==> src/rtl/seg_score_decoder.sv <==
// Multiplexed 7-segment bus snooper: filters four digit slots and
// rebuilds the displayed decimal score.
module seg_score_decoder #(
  parameter int STABLE_CNT = 4
) (
  input  logic        clk_vga,
  input  logic        rst_n,
  input  logic [7:0]  seg_sel,
  input  logic [6:0]  seg_data,
  output logic [13:0] score,
  output logic        score_valid,
  output logic        digit_err
);

  typedef enum logic [1:0] {IDLE, CONV, OUT} state_t;

  localparam logic [3:0] SC = 4'(STABLE_CNT);

  logic [7:0]  sel_q;
  logic [6:0]  data_q;
  logic [1:0]  slot;
  logic        hit;
  logic [3:0]  dval;
  logic        dok;
  logic [3:0]  err_mask;

  logic [3:0]  cand [4];
  logic [3:0]  run  [4];
  logic [3:0]  dig  [4];
  logic [3:0]  got;

  state_t      state, state_n;
  logic        start, step, fire;
  logic [3:0]  snap [4];
  logic [13:0] acc;
  logic [1:0]  idx;

  // register the raw bus once
  always_ff @(posedge clk_vga or negedge rst_n) begin
    if (!rst_n) begin
      sel_q  <= '0;
      data_q <= '0;
    end else begin
      sel_q  <= seg_sel;
      data_q <= seg_data;
    end
  end

  // select line to digit slot
  always_comb begin
    hit  = 1'b1;
    slot = 2'd0;
    unique case (1'b1)
      (sel_q == 8'b11111110): slot = 2'd0;
      (sel_q == 8'b11111101): slot = 2'd1;
      (sel_q == 8'b11111011): slot = 2'd2;
      (sel_q == 8'b11110111): slot = 2'd3;
      default:                hit  = 1'b0;
    endcase
  end

  // segment pattern to digit value
  always_comb begin
    dok  = 1'b1;
    dval = 4'd0;
    case (data_q)
      7'b1000000: dval = 4'd0;
      7'b1111001: dval = 4'd1;
      7'b0100100: dval = 4'd2;
      7'b0110000: dval = 4'd3;
      7'b0011001: dval = 4'd4;
      7'b0010010: dval = 4'd5;
      7'b0000010: dval = 4'd6;
      7'b1111000: dval = 4'd7;
      7'b0000000: dval = 4'd8;
      7'b0010000: dval = 4'd9;
      default:    dok  = 1'b0;
    endcase
  end

  assign err_mask = (hit && !dok) ? (4'b0001 << slot) : 4'b0000;

  // per-slot stability filter; a fresh acceptance outranks the snapshot clear
  always_ff @(posedge clk_vga or negedge rst_n) begin
    if (!rst_n) begin
      for (int k = 0; k < 4; k++) begin
        cand[k] <= '0;
        run[k]  <= '0;
        dig[k]  <= '0;
      end
      got       <= '0;
      digit_err <= 1'b0;
    end else begin
      digit_err <= hit && !dok;
      if (start) got <= 4'b0000;
      if (hit) begin
        if (!dok) begin
          run[slot] <= 4'd0;
          got[slot] <= 1'b0;
        end else if (dval == cand[slot]) begin
          if (run[slot] != SC) run[slot] <= run[slot] + 4'd1;
          if (run[slot] == SC - 4'd1) begin
            dig[slot] <= cand[slot];
            got[slot] <= 1'b1;
          end
        end else begin
          cand[slot] <= dval;
          run[slot]  <= 4'd1;
        end
      end
    end
  end

  // conversion sequencing; an error this cycle vetoes the start
  always_comb begin
    state_n = state;
    start   = 1'b0;
    step    = 1'b0;
    fire    = 1'b0;
    unique case (state)
      IDLE: begin
        if (&(got & ~err_mask)) begin
          start   = 1'b1;
          state_n = CONV;
        end
      end
      CONV: begin
        step = 1'b1;
        if (idx == 2'd0) state_n = OUT;
      end
      OUT: begin
        fire    = 1'b1;
        state_n = IDLE;
      end
      default: state_n = IDLE;
    endcase
  end

  // snapshot, shift-add accumulate, publish
  always_ff @(posedge clk_vga or negedge rst_n) begin
    if (!rst_n) begin
      state       <= IDLE;
      for (int k = 0; k < 4; k++) snap[k] <= '0;
      acc         <= '0;
      idx         <= '0;
      score       <= '0;
      score_valid <= 1'b0;
    end else begin
      state       <= state_n;
      score_valid <= fire;
      if (start) begin
        for (int k = 0; k < 4; k++) snap[k] <= dig[k];
        acc <= '0;
        idx <= 2'd3;
      end
      if (step) begin
        acc <= (acc << 3) + (acc << 1) + {10'd0, snap[idx]};
        idx <= idx - 2'd1;
      end
      if (fire) score <= acc;
    end
  end

endmodule

==> config.mk <==
export PLATFORM = sky130hd
export DESIGN_NAME = seg_score_decoder
export DESIGN_NICKNAME = d
export VERILOG_FILES = /design/src/rtl/seg_score_decoder.sv
export SDC_FILE = /design/constraint.sdc
export NUM_CORES = 1
export LEC_CHECK = 0
export BUFFER_PORTS_ARGS = -buffer_cell sky130_fd_sc_hd__buf_2
export CAP_MARGIN = 25
export CORE_MARGIN = 2
export CORE_UTILIZATION = 50
export CTS_CLUSTER_DIAMETER = 40
export DETAILED_ROUTE_END_ITERATION = 7
export GPL_ROUTABILITY_DRIVEN = 0
export PLACE_DENSITY = 0.67
export SYNTH_ARGS = -nofsm -noshare
export SYNTH_HDL_FRONTEND = slang
export SYNTH_SLANG_ARGS = --single-unit
export TNS_END_PERCENT = 10
==> constraint.sdc <==
create_clock -name clk_vga -period 5.13 [get_ports clk_vga]
set_input_delay 1.026 -clock clk_vga [delete_from_list [all_inputs] [get_ports clk_vga]]
set_output_delay 1.026 -clock clk_vga [all_outputs]
set_load 0.02 [all_outputs]
==> After elaboration in Yosys (flattened, before gate mapping) <==
Index checks and enable logic that the tools add are counted.
{ "word_totals": {"wordCells": 124, "in_bits": 17, "out_inout_bits": 16, "reg_bits": 117} }
{ "op_classes": {"bitwise_logic": 13, "muxes": 40, "n_shift": 1, "eq_ne": 21, "reduce_logical": 15, "magnitude_cmp": 5, "add_sub_neg": 4} }
{ "op_table": {"columns": ["cell", "count"], "rows": [
  ["2-to-1 mux 4 bit", 13],
  ["bitwise mux 16 bit", 3],
  ["2-to-1 mux 16 bit", 3],
  ["one-hot mux 4 bit (9 select lines)", 1],
  ["equality test 8 bit (second input constant)", 4],
  ["2-to-1 mux 14 bit", 2],
  ["binary-select mux 4 bit (select 2 bit)", 3],
  ["equality test 7 x 5 -> 1 bit (second input constant)", 3],
  ["equality test 7 bit (second input constant)", 3],
  ["bitwise AND 16 bit", 1],
  ["NOT 16 bit", 1],
  ["adder 14 bit", 1],
  ["adder 14 x 4 -> 14 bit", 1],
  ["equality test 7 x 6 -> 1 bit (second input constant)", 2],
  ["bitwise AND 12 bit", 1],
  ["NOT 12 bit", 1],
  ["OR reduction 10 bit", 1],
  ["bitwise AND 4 bit", 2],
  ["demux 4 bit (select 2 bit)", 1],
  ["2-to-1 mux 2 bit", 4],
  ["NOT 4 bit", 2],
  ["bitwise OR 4 bit", 2],
  ["AND reduction 4 bit", 2],
  ["equality test 7 x 2 -> 1 bit (second input constant)", 1],
  ["28 further kinds", 41]
]} }

==> Logic depth before layout (Yosys ltp) <==
{ "depth": {"depth_word": 17, "depth_mapped": 14, "ltp_nobuf": 13} }

==> Least setup slack after synthesis <==
No wires, ideal clock.
{ "synth_timing": {"path_type": "flip-flop to flip-flop", "startpoint": "reg idx[0]", "endpoint": "reg acc[13]", "path_slack_ns": 1.440, "setup_time_ns": 0.138, "t_arrival_ns": 3.552, "path_buffers": 1, "period_less_slack_ns": 3.690, "path_stages_with_launch": 13, "t_required_ns": 4.992, "path_cell_list": "dfrtp_1 clkbuf_1 mux4_2 fa_1 ha_1 a21o_1 a21o_1 a2111oi_0 o311ai_0 a21o_1 a21oi_1 xnor2_1 o22ai_1"} }
{ "synth_via": {"elab_chain_len": 6} }
{ "synth_rtl": {"columns": ["element", "line_no", "source"], "rows": [
  ["from (decl)", "36", "logic [1:0] idx;"],
  ["from (signal assigned)", "158", "idx <= idx - 2'd1;"],
  ["NOT 2 -> 3 bit (not written as such)", "157", "acc <= (acc << 3) + (acc << 1) + {10'd0, snap[idx]};"],
  ["binary-select mux 4 bit (select 2 bit)", "157", null],
  ["2-to-1 mux 4 bit (not written as such) (2 in a row)", "157", null],
  ["adder 14 x 4 -> 14 bit", "157", null],
  ["2-to-1 mux 14 bit", "156", "if (step) begin"],
  ["to (signal assigned)", "157", null],
  ["to (decl)", "35", "logic [13:0] acc;"]
]} }
Every way passes these cells. The select of a mux whose other input is x is not followed.
A chain may end at the register's enable or synchronous reset.

==> Worst setup path in the final report <==
Ends and elaborated chain as after synthesis.

==> results.sh <==
export IMPL_end_kind="flop"
export IMPL_htreeDepth=4
export IMPL_outcome="finished clean"
export IMPL_clockBufferDepth=2
export IMPL_p_int_uw=1750
export IMPL_grt_usage=0.202
export IMPL_max_slew_worst_pin_slew_ns=1.01
export IMPL_postRouteAntennaNets=0
export IMPL_syn_nets=520
export IMPL_period_minus_slack_ns=4.00
export IMPL_mostFrequentLayoutCell="dfrtp_1"
export IMPL_comb_power_share=0.026
export IMPL_final_setup_skew_ns=0.00879
export IMPL_cts_tree="built"
export IMPL_synth_area_um2=5780
export IMPL_relSlewSlack=0.326
export IMPL_min_path_type="flop to flop"
export IMPL_overflow=0
export IMPL_finalCritPeriodShare=0.779
export IMPL_antenna_cells=0
export IMPL_cts_made_buffers=17
export IMPL_ys_types=63
export IMPL_synth_ff_type="dfrtp_1"
export IMPL_die_x_um=112
export IMPL_async_flop_share=1.00
export IMPL_drive_above_1_share=0.257
export IMPL_ys_warn_count=0
export IMPL_worstReg2RegStart="idx[0]"
export IMPL_rsz0062_at_grt="no"
export IMPL_drtIter0Drc=270
export IMPL_syn2layout_area_growth_pct=16.1
export IMPL_pre_cts_ws_ns=1.12
export IMPL_cts_resized=0
export IMPL_sw_frac_of_total=0.204
export IMPL_min_from="dig[11]"
export IMPL_cpMaxStageDelayCell="a2111oi_0"
export IMPL_critPathKind="flop to flop"
export IMPL_finalSetupTns_ns=0
export IMPL_place_hpwl_um=8160
export IMPL_clk_pin_slew_ns=0.05
export IMPL_port_buffers=32
export IMPL_slew_viol_final=0
export IMPL_p_leak_uw=0.00328
export IMPL_setup_viol=0
export IMPL_cts_sinks=117
export IMPL_worst_ep_required_time_ns=5.39
export IMPL_crit_start="idx[0]"
export IMPL_power_frac_clock=0.547
export IMPL_critical_path_top_delay_family="compound AO/OA/AOI/OAI gates"
export IMPL_power_density_nw_per_um2=328
export IMPL_dieArea_um2=12400
export IMPL_num_rows=39
export IMPL_routed_wl_um=11600
export IMPL_finalWorstSetupSlack_ns=1.13
export IMPL_seq_area_um2=2930
export IMPL_wl_per_cell_um=17.3
export IMPL_root_buffer="clkbuf_16"
export IMPL_cap_violations=0
export IMPL_synth_seq_cells=117
export IMPL_peakVddDrop_mv=0.203
export IMPL_arrival_ns=4.26
export IMPL_grt_max_degree=79
export IMPL_holdBufCountCts=0
export IMPL_post_cts_buffers=0
export IMPL_p_switching_uw=448
export IMPL_cp_cell_sequence="mux4_2 > fa_1 > ha_1 > a21o_1 > a21o_1 > a2111oi_0 > o311ai_0 > a21o_1 > a21oi_1 > xnor2_1 > o22ai_1"
export IMPL_grt_pass1_vias=4085
export IMPL_grt_first_pass_wirelength_um=20000
export IMPL_startpoint_type="flop"
export IMPL_coreArea_um2=11400
export IMPL_clkLatencyLatePin_ns=0.42
export IMPL_final_area_um2=6720
export IMPL_drc=0
export IMPL_vias=3855
export IMPL_most_common_layout_cells="117 x dfrtp_1, 47 x mux2_2, 37 x nand2_1"
export IMPL_placed_area_um2=6080
export IMPL_fill_cells=950
export IMPL_via_per_inst=5.76
export IMPL_hold_viol_final=0
export IMPL_initial_core_util=0.509
export IMPL_synth_seq_area_share=0.506
export IMPL_io_pins=33
export IMPL_syn_inst=476
export IMPL_multi_input_area_um2=2700
export IMPL_crit_top_cell="a21o_1"
export IMPL_grt_antenna_before_repair=0
export IMPL_cp_slowest_stage_delay_ns=0.62
export IMPL_synth_edf_count=0
export IMPL_die_h_um=112
export IMPL_finalNetCount=559
export IMPL_fmax_mhz=250
export IMPL_cp_max_fo=7
export IMPL_first_pass_iters=4
export IMPL_syn_area_per_cell_um2=12.1
export IMPL_path_buf_inv=0
export IMPL_p_seq_frac=0.428
## power groups by stage
stage | clock network, µW | registers (µW) | logic [µW]
3_5_place_dp | 0 | 957 | 54.9
4_1_cts | 1220 | 941 | 55.3
3_3_place_gp | 0 | 956 | 53.0
6_report | 1200 | 942 | 56.4
5_1_grt | 1260 | 943 | 63.5
2_1_floorplan | 0 | 953 | 26.5
## path summary, 6_finish.rpt
path                       slack [ns]  cells past startpoint  endpoint
min in group asynchronous        0.54                      1  score[1]
max in group asynchronous        3.47                      3    run[8]
min reg2reg                      0.48                      1   dig[11]
max                              1.13                     11   acc[13]
max reg2reg                      1.13                     11   acc[13]
min                              0.48                      1   dig[11]
## synth_stat cells, types with 5 or more instances
master,count,area share
o21ai_0,11,0.0095
a32o_1,10,0.017
xnor2_1,9,0.014
a21o_1,7,0.0091
buf_2,8,0.0069
clkbuf_1,7,0.0045
o22ai_1,13,0.014
nand3_1,5,0.0043
a31oi_1,5,0.0054
mux2_2,47,0.092
dfrtp_1,117,0.51
ha_1,25,0.054
a22o_1,11,0.017
mux2_1,17,0.033
o2bb2ai_1,5,0.0076
a21oi_1,11,0.0095
nor2b_1,7,0.0076
and2_1,6,0.0065
nor3_1,7,0.0061
nand2_1,37,0.024
inv_1,20,0.013
nor2_1,13,0.0084
xor2_1,8,0.012
## cell families after synthesis
kind of cell	synth area share
fa+ha+maj	0.0627
simple gates	0.108
xor+xnor	0.0286
flops	0.506
compound gates	0.128
buf+inv	0.0264
mux	0.140
## layer usage
metal | wire (µm) | global-route usage | share of wire | vias up
li1 | - | - | - | 1831
met1 | 5190 | 0.251 | 0.45 | 1913
met2 | 5690 | 0.326 | 0.49 | 87
met3 | 434 | 0.0604 | 0.037 | 24
met4 | 284 | 0.0947 | 0.024 | 0
met5 | 0 | 0 | 0 | -
## area by class of cell
class,instances,area share
tap,143,0.0266
inverter,21,0.0117
sequential,117,0.436
clock inverter,9,0.0188
timing repair buffer,37,0.0328
multi-input combinational,321,0.402
clock buffer,21,0.0715
## registers in the layout (all words and copies together), names as in the netlist
name         count
acc             14
cand            16
data_q           7
dig             16
digit_err        1
got              4
idx              2
run             16
score           14
score_valid      1
sel_q            8
snap            16
state            2
## worst register-to-register path: cells and delay by family, from the launching register on
| kind | cells | cell delay [ns] |
|---|---|---|
| AO/OA/AOI/OAI | 7 | 1.85 |
| multiplexers | 1 | 0.56 |
| XOR/XNOR | 1 | 0.14 |
| adder cells (fa/ha/maj) | 2 | 0.78 |
| flip-flops | 1 | 0.51 |
## through the flow
| step | instances | power, µW | util | hold WS [ns] |
|---|---|---|---|---|
| 4_1_cts | 668 | 2220 | 0.588 | 0.482 |
| 3_3_place_gp | 638 | 1010 | 0.535 | 0.461 |
| 6_report | 669 | 2200 | 0.591 | 0.480 |
| 3_5_place_dp | 638 | 1010 | 0.535 | 0.470 |
| 5_1_grt | 669 | 2270 | 0.591 | 0.506 |
| 2_1_floorplan | 476 | 979 | - | 0.450 |
Note: power is estimated with default switching activity, not from simulation.
